## src/rtl/wb_arbiter.sv

```systemverilog
// wb_arbiter: two-master, one-slave arbiter for pipelined Wishbone.
//   Master 0 is instruction fetch and master 1 is load/store. Both share one slave port.
//   Ownership changes only once the current owner has no un-acked requests in flight.
//   Every ack is routed back to the master that issued the request.
//
// Build option:
//   WB_ARB_ROUND_ROBIN_EN  When defined, simultaneous requests in idle go to the master
//                          opposite the last-grant pointer. When undefined, master 1 wins
//                          simultaneous requests and no pointer is built.
//
// Ports:
//   clk_i, rst_i            clock, synchronous active-high reset
//   mX_cyc_i .. mX_wdata_i  master X request signals (cyc, stb, addr, we, lock, sel, wdata)
//   mX_rdata_o              read data broadcast from the slave
//   mX_ack_o, mX_stall_o    per-master ack and stall
//   s_*_o                   owner's request signals, forwarded to the slave
//   s_rdata_i, s_ack_i,
//   s_stall_i               slave responses
//   grant_o                 one-hot owner: bit0 = master 0, bit1 = master 1, 0 = idle
module wb_arbiter #(
  parameter int unsigned MAX_OUTSTANDING = 4,
  parameter int unsigned AW              = 32,
  parameter int unsigned DW              = 32
) (
  input  logic            clk_i,
  input  logic            rst_i,
  input  logic            m0_cyc_i,
  input  logic            m0_stb_i,
  input  logic [AW-1:0]   m0_addr_i,
  input  logic            m0_we_i,
  input  logic            m0_lock_i,
  input  logic [DW/8-1:0] m0_sel_i,
  input  logic [DW-1:0]   m0_wdata_i,
  output logic [DW-1:0]   m0_rdata_o,
  output logic            m0_ack_o,
  output logic            m0_stall_o,
  input  logic            m1_cyc_i,
  input  logic            m1_stb_i,
  input  logic [AW-1:0]   m1_addr_i,
  input  logic            m1_we_i,
  input  logic            m1_lock_i,
  input  logic [DW/8-1:0] m1_sel_i,
  input  logic [DW-1:0]   m1_wdata_i,
  output logic [DW-1:0]   m1_rdata_o,
  output logic            m1_ack_o,
  output logic            m1_stall_o,
  output logic            s_cyc_o,
  output logic            s_stb_o,
  output logic [AW-1:0]   s_addr_o,
  output logic            s_we_o,
  output logic            s_lock_o,
  output logic [DW/8-1:0] s_sel_o,
  output logic [DW-1:0]   s_wdata_o,
  input  logic [DW-1:0]   s_rdata_i,
  input  logic            s_ack_i,
  input  logic            s_stall_i,
  output logic [1:0]      grant_o
);

  localparam int unsigned CntW = $clog2(MAX_OUTSTANDING + 1);
  localparam logic [CntW-1:0] CntMax = CntW'(MAX_OUTSTANDING);

  typedef enum logic [1:0] {StIdle, StOwn0, StOwn1} state_e;

  state_e          state_q, state_d;
  logic [CntW-1:0] cnt_q, cnt_d;

  logic            own_cyc, own_stb, own_we, own_lock;
  logic [AW-1:0]   own_addr;
  logic [DW/8-1:0] own_sel;
  logic [DW-1:0]   own_wdata;
  logic            at_max, accept, ack_valid, req0, req1;

  // Owner request mux; everything reads as zero while idle.
  always_comb begin
    own_cyc   = 1'b0;
    own_stb   = 1'b0;
    own_we    = 1'b0;
    own_lock  = 1'b0;
    own_addr  = '0;
    own_sel   = '0;
    own_wdata = '0;
    case (state_q)
      StOwn0: begin
        own_cyc   = m0_cyc_i;
        own_stb   = m0_stb_i;
        own_we    = m0_we_i;
        own_lock  = m0_lock_i;
        own_addr  = m0_addr_i;
        own_sel   = m0_sel_i;
        own_wdata = m0_wdata_i;
      end
      StOwn1: begin
        own_cyc   = m1_cyc_i;
        own_stb   = m1_stb_i;
        own_we    = m1_we_i;
        own_lock  = m1_lock_i;
        own_addr  = m1_addr_i;
        own_sel   = m1_sel_i;
        own_wdata = m1_wdata_i;
      end
      default: ;
    endcase
  end

  assign at_max    = (cnt_q == CntMax);
  assign s_cyc_o   = own_cyc;
  assign s_stb_o   = own_stb & ~at_max;
  assign s_addr_o  = own_addr;
  assign s_we_o    = own_we;
  assign s_lock_o  = own_lock;
  assign s_sel_o   = own_sel;
  assign s_wdata_o = own_wdata;

  assign accept    = s_cyc_o & s_stb_o & ~s_stall_i;
  // An ack with nothing outstanding belongs to an aborted or reset cycle: drop it.
  assign ack_valid = s_ack_i & (cnt_q != '0);

  assign m0_rdata_o = s_rdata_i;
  assign m1_rdata_o = s_rdata_i;
  assign m0_ack_o   = ack_valid & (state_q == StOwn0);
  assign m1_ack_o   = ack_valid & (state_q == StOwn1);
  assign m0_stall_o = (state_q != StOwn0) | s_stall_i | at_max;
  assign m1_stall_o = (state_q != StOwn1) | s_stall_i | at_max;
  assign grant_o    = {state_q == StOwn1, state_q == StOwn0};

  assign req0 = m0_cyc_i & m0_stb_i;
  assign req1 = m1_cyc_i & m1_stb_i;

  always_comb begin
    cnt_d = cnt_q;
    if ((state_q != StIdle) && !own_cyc) begin
      cnt_d = '0;  // owner aborted its cycle
    end else if (accept && !ack_valid) begin
      cnt_d = cnt_q + CntW'(1);
    end else if (!accept && ack_valid) begin
      cnt_d = cnt_q - CntW'(1);
    end
  end

`ifdef WB_ARB_ROUND_ROBIN_EN
  logic last_q, last_d;  // index of the most recently granted master
`endif

  always_comb begin
    state_d = state_q;
    case (state_q)
      StIdle: begin
        if (req0 && req1) begin
`ifdef WB_ARB_ROUND_ROBIN_EN
          state_d = last_q ? StOwn0 : StOwn1;
`else
          state_d = StOwn1;
`endif
        end else if (req0) begin
          state_d = StOwn0;
        end else if (req1) begin
          state_d = StOwn1;
        end
      end
      StOwn0: begin
        if ((!m0_stb_i || !m0_cyc_i) && (cnt_d == '0) && !m0_lock_i) begin
          if (req1) begin
            state_d = StOwn1;
          end else if (!m0_cyc_i) begin
            state_d = StIdle;
          end
        end
      end
      StOwn1: begin
        if ((!m1_stb_i || !m1_cyc_i) && (cnt_d == '0) && !m1_lock_i) begin
          if (req0) begin
            state_d = StOwn0;
          end else if (!m1_cyc_i) begin
            state_d = StIdle;
          end
        end
      end
      default: state_d = StIdle;
    endcase
  end

`ifdef WB_ARB_ROUND_ROBIN_EN
  always_comb begin
    last_d = last_q;
    if (state_d != state_q) begin
      if (state_d == StOwn0) begin
        last_d = 1'b0;
      end else if (state_d == StOwn1) begin
        last_d = 1'b1;
      end
    end
  end

  always_ff @(posedge clk_i) begin
    if (rst_i) begin
      last_q <= 1'b1;
    end else begin
      last_q <= last_d;
    end
  end
`endif

  always_ff @(posedge clk_i) begin
    if (rst_i) begin
      state_q <= StIdle;
      cnt_q   <= '0;
    end else begin
      state_q <= state_d;
      cnt_q   <= cnt_d;
    end
  end

endmodule

```

## config.mk

```make
export PLATFORM = sky130hd
export DESIGN_NAME = wb_arbiter
export DESIGN_NICKNAME = d
export VERILOG_FILES = /design/src/rtl/wb_arbiter.sv
export SDC_FILE = /design/constraint.sdc
export NUM_CORES = 1
export LEC_CHECK = 0
export ABC_AREA = 1
export CORE_AREA = 2 2 125 127
export DETAILED_ROUTE_END_ITERATION = 12
export DIE_AREA = 0 0 127 129
export GPL_TIMING_DRIVEN = 0
export SLEW_MARGIN = 40
export SYNTH_ARGS = -nofsm -noshare
export SYNTH_HDL_FRONTEND = slang
export SYNTH_SLANG_ARGS = --single-unit
```

## constraint.sdc

```tcl
create_clock -name clk_i -period 3 [get_ports clk_i]
set_clock_uncertainty 0.05 [all_clocks]
set_input_delay 0.45 -clock clk_i [delete_from_list [all_inputs] [get_ports clk_i]]
set_output_delay 0.45 -clock clk_i [all_outputs]
set_load 0.05 [all_outputs]
```

==> metrics.cfg, run 1 <==
[timing]
tightest_slew_ns=0.542
maxSlewHeadroom_pct=63.8
period_share_pct=94.5
fmax_mhz=353
rsz0062_at_grt=true
period_needed_ns=2.83
hold_viol=0
setup_viol=0
setup-tns-final_ns=0
slew_viol_final=0

[worst_hold_path]
hp-class=reg2reg

[power_and_ir_drop]
pwr_density_cell_mw_per_mm2=723
internal_power_w=0.00122
p_leak_nw=2.17
p_seq_share_pct=3.0
ir_drop_mv=0.432
clkPwrFrac_pct=5.8
power.switching_w=0.00248
sw_frac_of_total_pct=67.0
combPwrFrac_pct=91.2

[critical_path]
crit_required_ns=2.50
crit_arrival_ns=2.33
setup.worst_path.end_class=output pin
crit_fanout=10
cp-start-kind=flip-flop
worstSetupPathType=reg2out

[yosys]
synthArstFlopShare_pct=0
yosysMostFrequentCell=nand2_1
netlist_area_mm2=0.00203
postSynthCellCount=395
yosysTopAreaCell=nand2_1
avgSynthCellArea_um2=5.14
synth_cell_type_count=21
synth_area_leaders=nand2_1 31%, buf_4 24%, a21oi_1 18%
ys_warn_count=0
synth_seq_cells=5
synth_flop_cell=dfxtp_1
synth_edf_count=0
yosysTopAreaCellShare_pct=30.7
ys_seq_area_share_pct=4.93
synthesis.nets=582
synth_commonest_cells=166 x nand2_1, 71 x a21oi_1, 64 x buf_4

[run]
cap_violations=0

[finish]
area_growth_pct=152
final_util_pct=34.2
drive_above_1_share_pct=20.2
nNetsFinal=876
antennaDiodeCount=0

[cts]
clk_latency_ns=0.23
cts_max_level=1
cts_tree=done
clock_path_buffers=2
clock_sinks=5
cts_inserted_buffers=3
root_buffer=clkbuf_16
path_clk_slew_ns=0.03

[drt]
postRouteAntennaNets=0
drt-initial-drc-count=112
via_per_inst=3.91
drtPass1Iterations=4
vias=3423
wl_per_cell_um=14.7
remaining_drc_errors=0
finalWirelength_um=12800

[global_routing]
antenna_found_initial=0
grt_overflow=0
gr-usage-all-layers_pct=14.0
grt_pass1_wl_um=18200
grt_max_degree=11
grt_pass1_vias=3322

[die]
start_util_pct=13.6
rows=45
die_w_um=127
dieArea_mm2=0.0164
core_area_mm2=0.0150
io_pins=322
die_h_um=129

[run_status]
status=finished clean

[placement]
post-dp-hpwl_um=10900
gp_congestion=0.778
port_buffers=289

-- cell usage in the layout, fill, tap and decap left out, drive strengths merged, types with 4 or more instances in the layout --
cell / netlist / layout
inv: 20 / 20
buf: 72 / 68
ha: 7 / 7
clkdlybuf4s50: 0 / 217
a21oi: 72 / 72
clkdlybuf4s15: 0 / 29
dfxtp: 5 / 5
clkbuf: 15 / 49
nand2: 171 / 171
dlygate4sd2: 0 / 17
nand4: 4 / 4
nand3: 12 / 12
nor2: 11 / 11
o21ai: 4 / 4
-- area by class of cell --
type	instances	area, um^2
Tap cell	188	235
Inverter	21	78.8
Fill cell	1646	9850
Clock buffer	4	78.8
Buffer	87	592
Sequential cell	5	100
Timing Repair Buffer	289	2760
Multi-Input combinational cell	282	1280
-- per-layer routing --
metal	part of all wire, %	vias to the layer above	global-route usage (%)
li1	-	1771	-
met1	44	1480	18.7
met2	49	166	24.8
met3	6.9	6	2.29
met4	0.51	0	1.23
met5	0	-	0
-- critical path, cell delays in order (launching register included) --
cell           delay [ns]
dfxtp_1              0.32
inv_1                0.10
ha_1                 0.26
clkbuf_2             0.33
clkbuf_2             0.31
nand2_1              0.09
a21oi_1              0.14
dlygate4sd2_1        0.55
-- timing repair --
item                       in CTS  in global routing
setup endpoints to repair      73                 61
resized for setup             117                 69
hold buffers                    0                  0
buffers inserted                0                  0
hold endpoints to repair        0                  0
-- power groups by stage --
stage,sequential (W),clock (W),combinational [W]
finish,0.000111,0.000216,0.00338
global route,0.000116,0.000227,0.00364
CTS,0.000112,0.000221,0.00344
detailed placement,0.000113,0,0.00356
global placement,0.000111,0,0.00356
floorplan,0.000107,0,0.00227
-- flip-flops by register name (all words and copies together) (netlist names) --
name / cells
state_q: 2
cnt_q: 3
-- final timing paths --
check / slack, ns / startpoint / cells past startpoint / endpoint
max: 0.17 / state_q[1] / 7 / s_addr_o[19]
max reg2reg: 0.74 / state_q[0] / 16 / state_q[0]
min: 0.55 / state_q[1] / 4 / state_q[1]
min reg2reg: 0.55 / state_q[1] / 4 / state_q[1]
-- cell families (layout without fill, tap and decap cells) --
group | after synthesis | in the layout | share of synthesized area [%]
and+or+nand+nor | 198 | 198 | 39.3
buffers and inverters | 108 | 401 | 31.9
AOI/OAI and AO/OA | 77 | 77 | 19.5
adders and majority gates | 7 | 7 | 4.32
DFF | 5 | 5 | 4.93
-- per-stage QoR --
step / hold slack [ns] / instances / cell area [um^2] / setup slack, ns / total power [W]
2_1_floorplan: 0.472 / 395 / 2030 / 0.101 / 0.00238
3_3_place_gp: 0.539 / 872 / 5160 / -0.659 / 0.00368
3_5_place_dp: 0.553 / 872 / 5160 / -0.664 / 0.00368
4_1_cts: 0.558 / 876 / 5200 / 0.000763 / 0.00377
5_1_grt: 0.601 / 876 / 5120 / -0.00185 / 0.00398
6_report: 0.554 / 876 / 5120 / 0.166 / 0.00371
No activity file was read; power rests on OpenSTA's default activity.
==> run 2, diff against run 1 <==
CTS_CLUSTER_SIZE = 12   (was unset)
==> results of run 2 <==
The final DEF is identical to that of run 1; final timing and power are the same.
==> run 3, diff against run 2 <==
CORE_AREA = 2 2 124 126   (was 2 2 125 127)
DIE_AREA = 0 0 126 128   (was 0 0 127 129)
clock period = 2.6 ns   (was 3 ns; I/O delays follow)
==> metrics.cfg, run 3 (same netlist as run 1, synthesis figures left out) <==
[run_status]
status=finished clean

[timing]
rsz0062_at_grt=false
hold_viol=0
maxSlewHeadroom_pct=65.6
slew_viol_final=0
setup_ws_ns=0.118
tightest_slew_ns=0.515
period_needed_ns=2.48
fmax_mhz=403
fin_hold_ws_ns=0.556
period_share_pct=95.5
setup_viol=0

[finish]
mostFrequentLayoutCells=213 x clkdlybuf4s50_1, 166 x nand2_1, 71 x a21oi_2
area_growth_pct=161
layout.cells.non_filler=876
largest_register_ffs=3
max_flop_register=cnt_q
antennaDiodeCount=0
drive_above_1_share_pct=35.9
mostFrequentLayoutCell=clkdlybuf4s50_1
largestRegisters=cnt_q x3, state_q x2
nNetsFinal=876

[die]
dieArea_mm2=0.0161
start_util_pct=13.7
core_area_mm2=0.0149
io_pins=322
die_h_um=128
rows=45
die_w_um=126

[drt]
postRouteAntennaNets=0
finalWirelength_um=13200
vias=3427
drtPass1Iterations=4
wl_per_cell_um=15.0
via_per_inst=3.91
drt-initial-drc-count=94
remaining_drc_errors=0

[critical_path]
crit_path_top_delay_cell=clkdlybuf4s15_2
crit_required_ns=2.16
crit_arrival_ns=2.04
crit_family=buffers and inverters
worstPathCellList=inv_1 -> ha_1 -> buf_4 -> clkbuf_4 -> nand2_1 -> a21oi_2 -> clkdlybuf4s15_2
cp-start-kind=flip-flop
slowest_delay_ns=0.39
setup.worst_path.end_class=output pin
worstSetupPathType=reg2out
startpoint=state_q[1]
r2r_start=state_q[1]
cp.buffers_inverters=4
crit_fanout=10

[cts]
cts_inserted_buffers=3
root_buffer=clkbuf_16
clk_latency_ns=0.22
clock_path_buffers=2
path_clk_slew_ns=0.03
ctsHoldBuffers=0
cts_max_level=1
postCtsSetupRepairBufs=0
clock_sinks=5
cts_tree=done

[global_routing]
grt_overflow=0
grt_pass1_vias=3346
gr-usage-all-layers_pct=14.6
grt_max_degree=11
grt_pass1_wl_um=18800
antenna_found_initial=0

[placement]
place_inst=872
post-dp-hpwl_um=11000
dp_slack_ns=-0.828
gp_congestion=0.833
port_buffers=289

[run]
cap_violations=0

[power_and_ir_drop]
pwr_density_cell_mw_per_mm2=872
p_leak_nw=2.22
ir_drop_mv=0.419

[worst_hold_path]
hp-class=reg2reg
hp-start=state_q[1]

run 3: cell types whose count changed in the layout (fill, tap and decap cells not counted), moves of 3 or more:
cell / delta
clkbuf_4: +11
clkdlybuf4s18_2: +3
clkdlybuf4s15_1: -16
a21oi_1: -70
clkbuf_2: -32
buf_2: +53
clkbuf_1: -5
dlygate4sd2_1: -14
clkdlybuf4s50_1: -4
a21oi_2: +70
run 3: layer usage:
layer | share of wire, % | global-route usage (%) | vias up
li1 | - | - | 1771
met1 | 44 | 18.7 | 1479
met2 | 49 | 26.5 | 171
met3 | 6.9 | 2.67 | 6
met4 | 0.49 | 1.49 | 0
met5 | 0 | 0 | -
run 3: through the flow:
| stage | util, % | total power [W] | cell area [um^2] | setup TNS (ns) |
|---|---|---|---|---|
| 2_1_floorplan | - | 0.00307 | 2290 | 0 |
| 3_3_place_gp | 36.5 | 0.00458 | 5420 | -49.41 |
| 3_5_place_dp | 36.5 | 0.00457 | 5420 | -49.96 |
| 4_1_cts | 37.6 | 0.00480 | 5590 | -0.0213 |
| 5_1_grt | 35.7 | 0.00495 | 5310 | 0 |
| 6_report | 35.7 | 0.00462 | 5310 | 0 |
run 3: path summary, 6_finish.rpt:
check	depth (start not counted)	slack (ns)	to
setup / recovery	7	0.12	s_addr_o[14]
hold / removal	4	0.56	state_q[1]
setup reg to reg	16	0.35	state_q[0]
hold reg to reg	4	0.56	state_q[1]
run 3: what timing repair did:
action	4_1_cts	5_1_grt
gates resized for setup	257	110
endpoints found under the hold margin	0	0
endpoints found under the setup margin	75	71
run 3: final cells by class:
cell class                      instances  area, um^2
Tap cell                              188         235
Inverter                               21        78.8
Timing Repair Buffer                  289        2650
Fill cell                            1665        9560
Sequential cell                         5         100
Buffer                                 87         618
Clock buffer                            4        78.8
Multi-Input combinational cell        282        1550
run 3: worst register-to-register path, stage by stage (launching register included):
cell and delay (ns):
dfxtp_1 0.36, inv_1 0.09, ha_1 0.36, inv_2 0.14, a21oi_2 0.14, nand2_2 0.09, nor2_2 0.15, nand2_2 0.09
nand2_1 0.07, nand2_1 0.05, nand3_1 0.12, nand4_1 0.12, nand2_2 0.10, nand3_2 0.08, nand2_1 0.07, inv_1 0.04
nor2_1 0.09
run 3: where the power goes:
group / internal [W] / switching (W) / leakage, nW
logic: 0.00120 / 0.00305 / 2.14
clock network: 0.000203 / 0.0000486 / 0.0382
registers: 0.000105 / 0.0000232 / 0.0408
==> RTL edit 1, RTL diff (flow settings as in run 1) <==
The parameter `MAX_OUTSTANDING` goes from 4 to 2.
--- a/src/rtl/wb_arbiter.sv
+++ b/src/rtl/wb_arbiter.sv
@@ -18,7 +18,7 @@
 //   s_stall_i               slave responses
 //   grant_o                 one-hot owner: bit0 = master 0, bit1 = master 1, 0 = idle
 module wb_arbiter #(
-  parameter int unsigned MAX_OUTSTANDING = 4,
+  parameter int unsigned MAX_OUTSTANDING = 2,
   parameter int unsigned AW              = 32,
   parameter int unsigned DW              = 32
 ) (
Formal check against the unedited RTL: not equivalent (Yosys sat finds a counterexample within 4 cycles, from zero or initial values and one cycle with rst_i high).
==> RTL edit 1 against run 1 <==
Area after synthesis fell by 4.1%. Sequential cell count fell by 1. Utilization decreased by 1.1 points. Final cell count decreased by 1.0%. Worst setup slack got worse by 31 ps. Maximum frequency shrank 1.1%. Sequential share of layout area decreased by 0.34 points. Clock power shrank 6%. Die area stayed put. Design area is 3.3% lower. Routed wire length fell by 8.7%. Total power shrank 8.6%. Largest power group unchanged. Highest routed layer unchanged.
==> RTL edit 1: results (changes against run 1) <==
Global routing
The global routing usage summed across all routing layers is 12.9% (-1.2 points). The met1 track demand over resource is 15.0% (-3.8 points). The fraction of met2 tracks used by global routing was 24.6% (-0.22 points).

The wire length of the first global-routing pass is 16.7 mm (-7.8%). The global routing met3 resource utilization is 2.79% (+0.50 points).

Critical path
The delay of the slowest cell on the worst path is 530 ps (-20 ps). The worst-case register-to-register setup slack is 1070 ps (+330 ps). Following the worst setup path forward leads to its endpoint at s_wdata_o[12]. The critical register-to-register path endpoint is state_q[1].

Route
The detailed route wirelength on metal3 is 1.07 mm (+21%). The total via count after detailed routing is 3,354 (-2.0%). The total wirelength of the detailed-routed design is 11.7 mm (-8.7%). The detailed-routed wire length on met2 came to 5.96 mm (-5.1%). The starting DRC count in detailed routing is 75 (-33%).

Pwr
The worst supply voltage drop on vdd is 337 uV (-22%). The portion of total power attributed to combinational logic is 91.7% (+0.5 points). The combinational logic power is 3.11 mW (-8.0%). The clock network power is 0.204 mW (-6%).

Yosys
The unique cell type count in the Yosys netlist is 19 (-9.5%). The net count of the mapped netlist was 573 (-1.5%). The post-synthesis share of cell area spent on full adders, half adders and majority gates is 3.86% (-0.46 points). The compound-cell area share of the yosys netlist came to 19.7% (+0.18 points).

Ranked by instance count, the synthesized netlist is headed by sky130_fd_sc_hd__nand2_1, sky130_fd_sc_hd__a21oi_1, sky130_fd_sc_hd__buf_4, sky130_fd_sc_hd__clkbuf_1, sky130_fd_sc_hd__inv_1.

Timing
The setup slack of the critical path after layout is 135 ps (-31.1 ps). The worst slack on hold paths was 489 ps (-64.9 ps).

Cells and area
The fraction of area in multi-input gates was 24.5% (-0.54 points). The filler cell count in the final layout is 1,683 (+2.2%). The final sequential cell count came to 4 (-1).

The clock-cell share of area is 1.52% (-0.023 points). The share of the final layout cell area in sequential cells is 1.62% (-0.34 points). The share of layout cells above drive strength 1 is 22.4% (+2.2 points). The non-clock inverter total of the final layout came to 23 (+9.5%). The area occupied by registers was 80.1 um^2 (-20%).

The multi-input combinational gate total is 273 (-3.2%). The final-layout non-clock buffer area share is 65.9% (+0.54 points).

Status
The flow ran to the end, and the final reports show no timing, DRC or antenna violations.

Place
The worst slack at placement came to -336 ps (+327 ps). The number of cells after detailed placement came to 864 (-0.92%). The total half-perimeter wirelength after legalization and detailed placement is 10.1 mm (-7.1%). The routability congestion estimate was 0.752 (-3.4%). The instance area at placement is 5080 um^2 (-1.6%).

Hold path
The number of instances on the worst hold path is 3 (-1). The destination of the worst hold path is cnt_q[0].
-- RTL edit 1: cell types whose count changed in the layout (fill, tap and decap cells not counted), sizes merged, moves of 2 or more --
| cell | run 1 | this run |
|---|---|---|
| clkbuf | 49 | 67 |
| dlygate4sd2 | 17 | 8 |
| nand3 | 12 | 10 |
| nand4 | 4 | 2 |
| nand2 | 171 | 167 |
| inv | 20 | 22 |
| clkdlybuf4s15 | 29 | 20 |
-- RTL edit 1: what timing repair did --
item / in CTS / in global routing
endpoints found under the setup margin: 73 / 65
gates resized for setup: 118 / 91
buffers inserted: 0 / 0
-- RTL edit 1: worst max-delay path: cells and delay by family, from the launching register on --
family / cells / cell delay [ps]
adders and majority gates: 1 / 260
DFF: 1 / 320
and+or+nand+nor: 1 / 90
AOI/OAI and AO/OA: 1 / 140
buffers and inverters: 4 / 1330
==> RTL edit 2, RTL diff (settings of run 1) <==
Without the edit above. Add a define of `WB_ARB_ROUND_ROBIN_EN`.
--- a/src/rtl/wb_arbiter.sv
+++ b/src/rtl/wb_arbiter.sv
@@ -17,6 +17,8 @@
 //   s_rdata_i, s_ack_i,
 //   s_stall_i               slave responses
 //   grant_o                 one-hot owner: bit0 = master 0, bit1 = master 1, 0 = idle
+`define WB_ARB_ROUND_ROBIN_EN
+
 module wb_arbiter #(
   parameter int unsigned MAX_OUTSTANDING = 4,
   parameter int unsigned AW              = 32,
Behaviour: not the same (a bounded check fails within 4 cycles, from zero or initial values and one cycle with rst_i high).
==> RTL edit 2 against run 1 <==
Routed wire length rose by 8.4%. Synthesized cell count rose by 7.8%. Utilization rose by 2.5 points. Design area rose by 7.4%. Worst setup slack got worse by 5.8 ps. Non-clock buffer count rose by 5. Area after synthesis rose by 6.4%. Sequential cell count rose by 1.
Power is not compared: it rests on default switching activity, and its combinational part moved more than twofold at a synthesized area within 25%.
==> RTL edit 2: results (changes against run 1) <==
Place
The instance area at placement is 5290 um^2 (+2.5%). The number of cells after detailed placement was 903 (+3.6%). The routability congestion estimate was 0.795 (+2.1%). The total half-perimeter wirelength after legalization and detailed placement is 11.7 mm (+7.5%). The worst slack at placement is -1010 ps (-346 ps).

Route
The starting DRC count in detailed routing is 110 (-1.8%). The wire length the detailed router placed on met1 is 5.97 mm (+6.5%). The total wirelength of the detailed-routed design is 13.9 mm (+8.4%). The detailed-routed wire length on met2 is 6.89 mm (+9.6%).

Status
The run finished with clean final reports.

Global routing
The fraction of met2 tracks used by global routing is 27.7% (+2.9 points). The met1 track demand over resource is 19.9% (+1.2 points). The wire length of the first global-routing pass is 19.6 mm (+7.7%).

Critical path
The source of the critical timing path is state_q[1]. The worst register-to-register path begins at state_q[0]. The capture point of the worst path is s_addr_o[27]. The cell depth of the worst flop-to-flop path came to 24 (+8). The worst-case register-to-register setup slack is 230 ps (-510 ps).

Cells and area
The final net count is 913 (+4.2%). The post-layout instance count excluding filler cells came to 911 (+4.0%). The largest registers in the layout are cnt_q x3, state_q x2, last_q x1.

Yosys
The sequential fraction of the synthesis area is 5.57% (+0.63 points). After synthesis, the cell types taking the most area are sky130_fd_sc_hd__nand2_1, sky130_fd_sc_hd__buf_4, sky130_fd_sc_hd__a21oi_1.

Hold path
For hold timing, the worst endpoint is last_q. The worst hold path begins at last_q. The number of instances on the worst hold path is 2 (-2).

Timing
The worst slack on hold paths is 445 ps (-109 ps). The worst slew margin relative to its limit is 63.0% (-0.82 points).

Pwr
The total power of the final layout is 1.90 mW.
RTL edit 2: changes by cell type in the layout (fill, tap and decap cells not counted), sizes merged, moves of 2 or more:
cell	run 1	this run
a21oi	72	75
buf	68	73
clkbuf	49	24
clkdlybuf4s15	29	48
clkdlybuf4s50	217	214
dlygate4sd2	17	23
dlymetal6s2s	0	2
inv	20	25
nand2	171	190
nand3	12	17
nor2	11	13
o21ai	4	1
RTL edit 2: cells by family (layout without fill, tap and decap cells):
kind of cell	after synthesis	count (layout)	share of synthesized area, %
fa+ha+maj	8	8	4.64
simple gates	223	223	41.0
compound gates	76	76	18.0
buf+inv	113	410	30.8
flops	6	6	5.57
RTL edit 2: cell type report:
type	count	area, um^2
Fill cell	1646	9470
Timing Repair Buffer	294	2950
Multi-Input combinational cell	307	1430
Buffer	87	588
Tap cell	188	235
Sequential cell	6	128
Inverter	26	103
Clock buffer	3	75.1
